`config.mk`:
```
export PLATFORM = sky130hd
export DESIGN_NAME = uart_frame_parser
export DESIGN_NICKNAME = d
export VERILOG_FILES = /design/src/rtl/uart_frame_parser.sv
export SDC_FILE = /design/constraint.sdc
export NUM_CORES = 1
export LEC_CHECK = 0
export CAP_MARGIN = 25
export CORE_MARGIN = 4
export CORE_UTILIZATION = 55
export DETAILED_ROUTE_END_ITERATION = 12
export PLACE_DENSITY = 0.82
export SYNTH_ARGS = -nofsm -noshare
export SYNTH_HDL_FRONTEND = slang
export SYNTH_SLANG_ARGS = --single-unit
```
`constraint.sdc`:
```
create_clock -name clk -period 3.1 [get_ports clk]
set_clock_uncertainty 0.1 [all_clocks]
set_input_delay 0.775 -clock clk [delete_from_list [all_inputs] [get_ports clk]]
set_output_delay 0.775 -clock clk [all_outputs]
set_load 0.05 [all_outputs]
```
`src/rtl/uart_frame_parser.sv`:
```
// -----------------------------------------------------------------------------
// uart_frame_parser
//
// Assembles framed command packets from the byte stream of a UART receiver.
// Frame layout: SYNC, robot ID, LEN, LEN payload bytes, [XOR checksum].
// A validated frame is held in the payload buffer and offered to the command
// decoder through a level pkt_ready / pkt_ack handshake plus a random-access
// combinational read port.
//
// Compile-time feature macro: PKT_CHECKSUM_EN
//   defined   : frame carries a trailing XOR checksum (ID ^ LEN ^ payload),
//               S_CHK is present and err_chk is live.
//   undefined : no checksum byte, frame completes on its last payload byte,
//               err_chk is tied to 0.
//
// Ports
//   clk          system clock, rising edge
//   rst          synchronous active-high reset
//   data_flag    byte valid from the receiver (may stay high several cycles)
//   data_byte    received byte, stable while data_flag is high
//   pkt_ready    a validated frame is held
//   pkt_id       robot ID of the held frame
//   pkt_len      payload length of the held frame
//   rd_addr      payload read index
//   rd_data      buffer[rd_addr], combinational
//   pkt_ack      consumer releases the held frame
//   err_chk      1-cycle pulse: checksum mismatch
//   err_len      1-cycle pulse: LEN is 0 or above MAX_LEN
//   err_timeout  1-cycle pulse: inter-byte timeout inside a frame
//   err_overrun  1-cycle pulse: SYNC while a frame is still held
// -----------------------------------------------------------------------------
module uart_frame_parser #(
    parameter logic [7:0]  SYNC_BYTE    = 8'hA5,
    parameter logic [7:0]  MAX_LEN      = 8'd8,     // legal range 1..15
    parameter logic [15:0] TIMEOUT_CLKS = 16'd1000
) (
    input  logic       clk,
    input  logic       rst,
    input  logic       data_flag,
    input  logic [7:0] data_byte,
    output logic       pkt_ready,
    output logic [7:0] pkt_id,
    output logic [3:0] pkt_len,
    input  logic [3:0] rd_addr,
    output logic [7:0] rd_data,
    input  logic       pkt_ack,
    output logic       err_chk,
    output logic       err_len,
    output logic       err_timeout,
    output logic       err_overrun
);

    typedef enum logic [2:0] {
        S_IDLE,
        S_ID,
        S_LEN,
        S_PAYLOAD
`ifdef PKT_CHECKSUM_EN
        , S_CHK
`endif
    } state_e;

    state_e      state_q, state_d;
    logic        flag_q;
    logic [7:0]  id_q, id_d;
    logic [3:0]  len_q, len_d;
    logic [3:0]  idx_q, idx_d;
    logic [15:0] tmo_q, tmo_d;
    logic        ready_q, ready_d;
    logic [7:0]  pkt_id_q, pkt_id_d;
    logic [3:0]  pkt_len_q, pkt_len_d;
    logic        err_len_q, err_len_d;
    logic        err_tmo_q, err_tmo_d;
    logic        err_ovr_q, err_ovr_d;
    logic        accept;
    logic        wr_en;
    logic        complete;
    logic [7:0]  buf_q [16];
`ifdef PKT_CHECKSUM_EN
    logic [7:0]  chk_q, chk_d;
    logic        err_chk_q, err_chk_d;
`endif

    // Rising edge of data_flag: a flag held high for several cycles yields
    // exactly one accept. flag_q resets high so a flag already asserted at
    // reset release is not taken as a new byte.
    assign accept = data_flag & ~flag_q;

    always_comb begin
        // NOTE: every variable gets a default before any branch, otherwise a
        // path that skips an assignment infers a latch.
        state_d   = state_q;
        id_d      = id_q;
        len_d     = len_q;
        idx_d     = idx_q;
        tmo_d     = 16'd0;
        ready_d   = ready_q;
        pkt_id_d  = pkt_id_q;
        pkt_len_d = pkt_len_q;
        err_len_d = 1'b0;
        err_tmo_d = 1'b0;
        err_ovr_d = 1'b0;
        wr_en     = 1'b0;
        complete  = 1'b0;
`ifdef PKT_CHECKSUM_EN
        chk_d     = chk_q;
        err_chk_d = 1'b0;
`endif

        if (ready_q && pkt_ack) begin
            ready_d = 1'b0;
        end

        // Inter-byte timer runs only while a frame is in progress.
        if (state_q != S_IDLE) begin
            tmo_d = accept ? 16'd0 : tmo_q + 16'd1;
        end

        case (state_q)
            S_IDLE: begin
                if (accept && data_byte == SYNC_BYTE) begin
                    // An ack in the same cycle frees the buffer, so the new
                    // frame may start instead of flagging an overrun.
                    if (ready_q && !pkt_ack) begin
                        err_ovr_d = 1'b1;
                    end else begin
                        state_d = S_ID;
`ifdef PKT_CHECKSUM_EN
                        chk_d   = 8'h00;
`endif
                    end
                end
            end
            S_ID: begin
                if (accept) begin
                    id_d    = data_byte;
                    state_d = S_LEN;
`ifdef PKT_CHECKSUM_EN
                    chk_d   = chk_q ^ data_byte;
`endif
                end
            end
            S_LEN: begin
                if (accept) begin
                    if (data_byte == 8'd0 || data_byte > MAX_LEN) begin
                        err_len_d = 1'b1;
                        state_d   = S_IDLE;
                    end else begin
                        len_d   = data_byte[3:0];
                        idx_d   = 4'd0;
                        state_d = S_PAYLOAD;
`ifdef PKT_CHECKSUM_EN
                        chk_d   = chk_q ^ data_byte;
`endif
                    end
                end
            end
            S_PAYLOAD: begin
                // SYNC_BYTE is ordinary data here; no resync inside a frame.
                if (accept) begin
                    wr_en = 1'b1;
                    idx_d = idx_q + 4'd1;
`ifdef PKT_CHECKSUM_EN
                    chk_d = chk_q ^ data_byte;
                    if (idx_q == len_q - 4'd1) begin
                        state_d = S_CHK;
                    end
`else
                    if (idx_q == len_q - 4'd1) begin
                        complete = 1'b1;
                    end
`endif
                end
            end
`ifdef PKT_CHECKSUM_EN
            S_CHK: begin
                if (accept) begin
                    if (data_byte == chk_q) begin
                        complete = 1'b1;
                    end else begin
                        err_chk_d = 1'b1;
                        state_d   = S_IDLE;
                    end
                end
            end
`endif
            default: state_d = S_IDLE;
        endcase

        if (complete) begin
            ready_d   = 1'b1;
            pkt_id_d  = id_q;
            pkt_len_d = len_q;
            state_d   = S_IDLE;
        end

        // An accept in the same cycle restarts the timer instead.
        if (state_q != S_IDLE && !accept && tmo_q == TIMEOUT_CLKS - 16'd1) begin
            err_tmo_d = 1'b1;
            state_d   = S_IDLE;
            tmo_d     = 16'd0;
        end
    end

    always_ff @(posedge clk) begin
        // NOTE: registers use non-blocking assignments so every flop samples
        // the pre-edge values regardless of statement order.
        if (rst) begin
            state_q   <= S_IDLE;
            flag_q    <= 1'b1;
            id_q      <= 8'h00;
            len_q     <= 4'd0;
            idx_q     <= 4'd0;
            tmo_q     <= 16'd0;
            ready_q   <= 1'b0;
            pkt_id_q  <= 8'h00;
            pkt_len_q <= 4'd0;
            err_len_q <= 1'b0;
            err_tmo_q <= 1'b0;
            err_ovr_q <= 1'b0;
        end else begin
            state_q   <= state_d;
            flag_q    <= data_flag;
            id_q      <= id_d;
            len_q     <= len_d;
            idx_q     <= idx_d;
            tmo_q     <= tmo_d;
            ready_q   <= ready_d;
            pkt_id_q  <= pkt_id_d;
            pkt_len_q <= pkt_len_d;
            err_len_q <= err_len_d;
            err_tmo_q <= err_tmo_d;
            err_ovr_q <= err_ovr_d;
        end
    end

`ifdef PKT_CHECKSUM_EN
    always_ff @(posedge clk) begin
        if (rst) begin
            chk_q     <= 8'h00;
            err_chk_q <= 1'b0;
        end else begin
            chk_q     <= chk_d;
            err_chk_q <= err_chk_d;
        end
    end
    assign err_chk = err_chk_q;
`else
    assign err_chk = 1'b0;
`endif

    // NOTE: the payload buffer is deliberately not reset; its contents are
    // only meaningful while pkt_ready is high, and leaving it out of reset
    // keeps it mappable to plain RAM.
    always_ff @(posedge clk) begin
        if (wr_en) begin
            buf_q[idx_q] <= data_byte;
        end
    end

    assign rd_data     = buf_q[rd_addr];
    assign pkt_ready   = ready_q;
    assign pkt_id      = pkt_id_q;
    assign pkt_len     = pkt_len_q;
    assign err_len     = err_len_q;
    assign err_timeout = err_tmo_q;
    assign err_overrun = err_ovr_q;

endmodule

```
## After elaboration in Yosys (flattened, before gate mapping)

Memories as Yosys holds them, arrays and structs flattened.
Cells that the tools add are included.

| cells by class | value |
|---|---|
| $mul | 0 |
| reduce and logical (&&, ||, !) cells | 21 |
| shift-type cells | 0 |
| equality and inequality tests | 12 |
| div/mod/pow operators | 0 |
| muxes and demuxes | 22 |
| add/sub/neg operators | 3 |
| bitwise gates (word level) | 9 |
| magnitude comparators | 1 |

Operator list:

| operator | number |
|---|---|
| 16-bit by 1-bit adder with 16-bit output (second input constant) | 1 |
| 16-bit by 10-bit == test with 1-bit output (second input constant) | 1 |
| 1-bit 2-to-1 mux | 12 |
| 3-bit 2-to-1 mux | 4 |
| 4-bit 2-to-1 mux | 3 |
| 2-bit != test (second input constant) | 6 |
| 3-bit one-hot mux with 4 select lines | 1 |
| 3-bit OR reduction | 3 |
| 8-bit == test (second input constant) | 1 |
| 8-bit by 4-bit greater-than comparator with 1-bit output (second input constant) | 1 |
| 8-bit zero test | 1 |
| 1-bit NOT | 8 |
| 4-bit one-hot mux with 2 select lines | 1 |
| 3-bit by 2-bit == test with 1-bit output (second input constant) | 2 |
| 1-bit logical AND | 5 |
| 5-bit AND reduction | 1 |
| 4-bit by 1-bit adder with 4-bit output (second input constant) | 1 |
| 4-bit == test | 1 |
| 4-bit AND reduction | 1 |
| 2-bit nonzero test | 2 |
| 4-bit OR reduction | 1 |
| 4-bit by 1-bit subtractor with 4-bit output (second input constant) | 1 |
| 3-bit by 1-bit == test with 1-bit output (second input constant) | 1 |
| 3-bit zero test | 1 |
| other kinds (7) | 8 |

| word-level totals | value |
|---|---|
| bits in read-only memories | 0 |
| latch bits | 0 |
| memories | 1 |
| input bits | 16 |
| bits in registers | 52 |
| RAM bits | 128 |
| output and inout port bits | 25 |
| word-level logic and storage cells | 81 |

Memories:

| memory | words | bits a word | rd ports | clocked after Yosys merged registers in | write ports | RTL line | text |
|---|---|---|---|---|---|---|---|
| buf_q | 16 | 8 | 1 | 0 | 1 | 78 | `logic [7:0] buf_q [16];` |

## Depth between registers and ports, before layout

| logic depth | value |
|---|---|
| depth after elaboration | 6 |
| mapped depth | 7 |
| mapped depth without buffers | 6 |

## Worst setup path after synthesis

Ideal clock, no wire load.

| timing path | value |
|---|---|
| path kind | input to output |
| start point | input rd_addr[0] |
| end point | output rd_data[0] |
| buffers on the path | 2 |
| arrival | 2.271 ns |
| setup slack | -0.046 ns |
| cell stages on the path | 4 |
| data required time | 2.225 ns |
| cell sequence | buf_2 -> buf_4 -> mux4_2 -> mux4_2 |

| between the ends | value |
|---|---|
| word-level cells in the longest chain between the ends | 1 |

Ends and longest elaborated chain:

| what | RTL line | text |
|---|---|---|
| from (decl) | 44 | `input logic [3:0] rd_addr,` |
| memory 16 x 8 bit | -- |  |
| to (decl) | 45 | `output logic [7:0] rd_data,` |

Every way passes these cells.

## Final worst setup path

Ends and elaborated chain as after synthesis.

==> results.json <==
{
  "fill_cells": 854,
  "vias": 4424,
  "cap_violations": 0,
  "core-area_um2": 12720,
  "seq_area_um2": 4865,
  "routabilityCongestion": 0.8170,
  "drc": 0,
  "critical_path_required_ps": 2220,
  "ant_nets": 0,
  "fin_crit_sh_pct": 103.1,
  "fmax_mhz": 312.9,
  "grt_pass1_vias": 4501,
  "drtIter0Drc": 343,
  "wl_per_cell_um": 23.16,
  "r2r_end": "state_q[1]$_SDFFE_PP0P_",
  "antenna_found_initial": 0,
  "post_cts_buffers": 0,
  "syn_inst": 468,
  "dieArea_um2": 15020,
  "crit_type": "input pin to primary output",
  "tns_ps": -259.6,
  "syn_nets": 490,
  "drive_gt1_share_pct": 23.40,
  "die_h_um": 122.6,
  "viasPerCell": 6.153,
  "synth.yosys.seq_area_share_pct": 67.38,
  "num_rows": 41,
  "multi_input_area_um2": 2185,
  "rsz0062_at_grt": "true",
  "clkSinkCount": 179,
  "dp_slack_ps": -357.9,
  "min_to": "tmo_q[0]$_SDFF_PP0_",
  "min_period_ps": 3196,
  "cts_root_buf": "clkbuf_16",
  "clkLatencyLatePin_ps": 430,
  "fin_nets": 556,
  "ios": 41,
  "ys_types": 48,
  "r2r_slack_ps": 1020,
  "cts_buffers": 17,
  "crit_start": "rd_addr[0]",
  "cp.arrival_ps": 2320,
  "worstHoldStart": "tmo_q[0]$_SDFF_PP0_",
  "synth.cell_area_um2": 7219,
  "p_leak_nw": 2.815,
  "start_util_pct": 56.75,
  "synth-edff-count": 128,
  "final_hold_viol_count": 0,
  "insertedDiodeCount": 0,
  "routed_wl_um": 16650,
  "clk_pin_slew_ps": 60,
  "first_pass_iters": 6,
  "slew_headroom_pct": 41.62,
  "vdd_ir_drop_max_mv": 0.4194,
  "dpl.hpwl_um": 10230,
  "rr_startpoint": "idx_q[3]$_SDFFE_PP0P_",
  "grt_max_degree": 38,
  "synth-seq-cells": 179,
  "hold_path_class": "register to register",
  "ys.flop_type": "edfxtp_1",
  "status": "finished with violations",
  "cp_max_fo": 7,
  "hold_buffers": 0,
  "syn_to_final_growth_pct": 20.61,
  "cts_buffer_depth": 2,
  "startpoint_type": "input pin",
  "violations": "setup timing",
  "synth-async-reset-ratio_pct": 0,
  "grt_overflow": 0,
  "numPortBuffers": 39,
  "power_density_nw_per_um2": 572.5,
  "grt_usage_pct": 24.24,
  "synth.avg_cell_area_um2": 15.43,
  "setup_ws_ps": -96.35,
  "cts_tree": "done",
  "r2r_cells": 4,
  "holdPathStages": 1,
  "die_x_um": 122.6,
  "htreeDepth": 4,
  "yosysWarnings": 0,
  "worst_pin_slew_ps": 872.7,
  "setup_viol": 7,
  "grt_pass1_wl_um": 25920,
  "endpoint_kind": "primary output",
  "slew_violations": 0
}
per-stage QoR:
stage	total power, mW	cell area [µm²]	instances	hold slack (ps)	utilization [%]
after floorplan	2.753	7244	468	317.5	-
after global placement	2.847	7963	684	331.6	62.59
after detailed placement	2.856	7963	684	342.9	62.59
after CTS	4.993	8707	719	351.9	68.44
after global routing	5.136	8707	719	384.4	68.44
final	4.985	8707	719	351.7	68.44
synthesized netlist by cell type (8+ instances only):
cell      number  area share, %
mux4_2        40             12
xor2_1        10            1.2
o21ai_0       16            1.1
edfxtp_1     128             53
nand3_1       22            1.5
nand4_1        8           0.69
nor2_1        30            1.6
nor4_1         8           0.69
a21oi_1       28            1.9
dfxtp_1       51             14
inv_1          8           0.42
clkbuf_1       8           0.42
nand2_1       32            1.7
logic make-up (layout without fill, tap and decap cells):
| group | Yosys count | count (layout) | synth area share (%) |
|---|---|---|---|
| adders and majority gates | 6 | 6 | 1.040 |
| and+or+nand+nor | 134 | 134 | 9.498 |
| muxes | 42 | 42 | 12.77 |
| DFF | 179 | 179 | 67.38 |
| xor gates and xnor gates | 17 | 17 | 2.253 |
| AOI/OAI and AO/OA | 54 | 54 | 4.645 |
| other | 1 | 1 | 0.05194 |
| buffers and inverters | 35 | 114 | 2.357 |
cell usage in the layout, fill, tap and decap left out, types with 10 or more instances in the layout:
cell type        Yosys  layout
clkdlybuf4s50_1      0      29
edfxtp_1           128     128
nor2_1              30      30
o21ai_0             16      16
buf_4                4      26
xor2_1              10      10
mux4_2              40      40
dfxtp_1             51      51
nand3_1             22      22
nand2_1             32      32
a21oi_1             28      28
clkbuf_16            0      17
cell type report:
class                   instances  share of cell area (%)
clock buffers                  21                   5.403
clock inverters                11                   1.451
inverters                       8                  0.3449
multi-input cells             254                   25.09
flip-flops and latches        179                   55.87
well taps                     172                   2.472
repair buffers                 74                   9.369
repair_timing:
action,CTS,global route
gates cloned,3,0
setup endpoints to repair,8,8
gates resized for setup,23,0
power by group:
part           leakage, nW  switching, mW  internal (mW)  total [mW]
logic                0.964          0.148          0.131       0.279
clock network        0.290          0.890           1.26        2.15
registers             1.56       0.000768           2.56        2.56
critical path, stage by stage:
cell	delay (ps)
buf_12	120
buf_12	140
mux4_2	510
mux4_2	570
buf_8	190
metal layers:
metal  vias up  wire length [µm]  GRT usage, %
met4         0               358         7.698
met1      2223              6376         30.58
li1       1949                 -             -
met3        39              1494         7.512
met2       213              8421         40.40
met5         -                 0             0
state kept, by name, summed over array words and instances (netlist names):
signal       count
tmo_q           16
pkt_id           8
idx_q            4
err_len          1
flag_q           1
id_q             8
len_q            4
pkt_len          4
err_overrun      1
buf_q          128
pkt_ready        1
state_q          2
err_timeout      1
how the worst max path moves through the flow:
stage,end,slack (ps),cells past startpoint
4_1_cts,rd_data[0],-80,5
6_report,rd_data[0],-100,5
5_1_grt,rd_data[0],-110,5
3_3_place_gp,rd_data[3],-320,5
3_5_place_dp,rd_data[1],-360,5
2_1_floorplan,rd_data[0],20,4
Power figures use the tool's default switching activity.
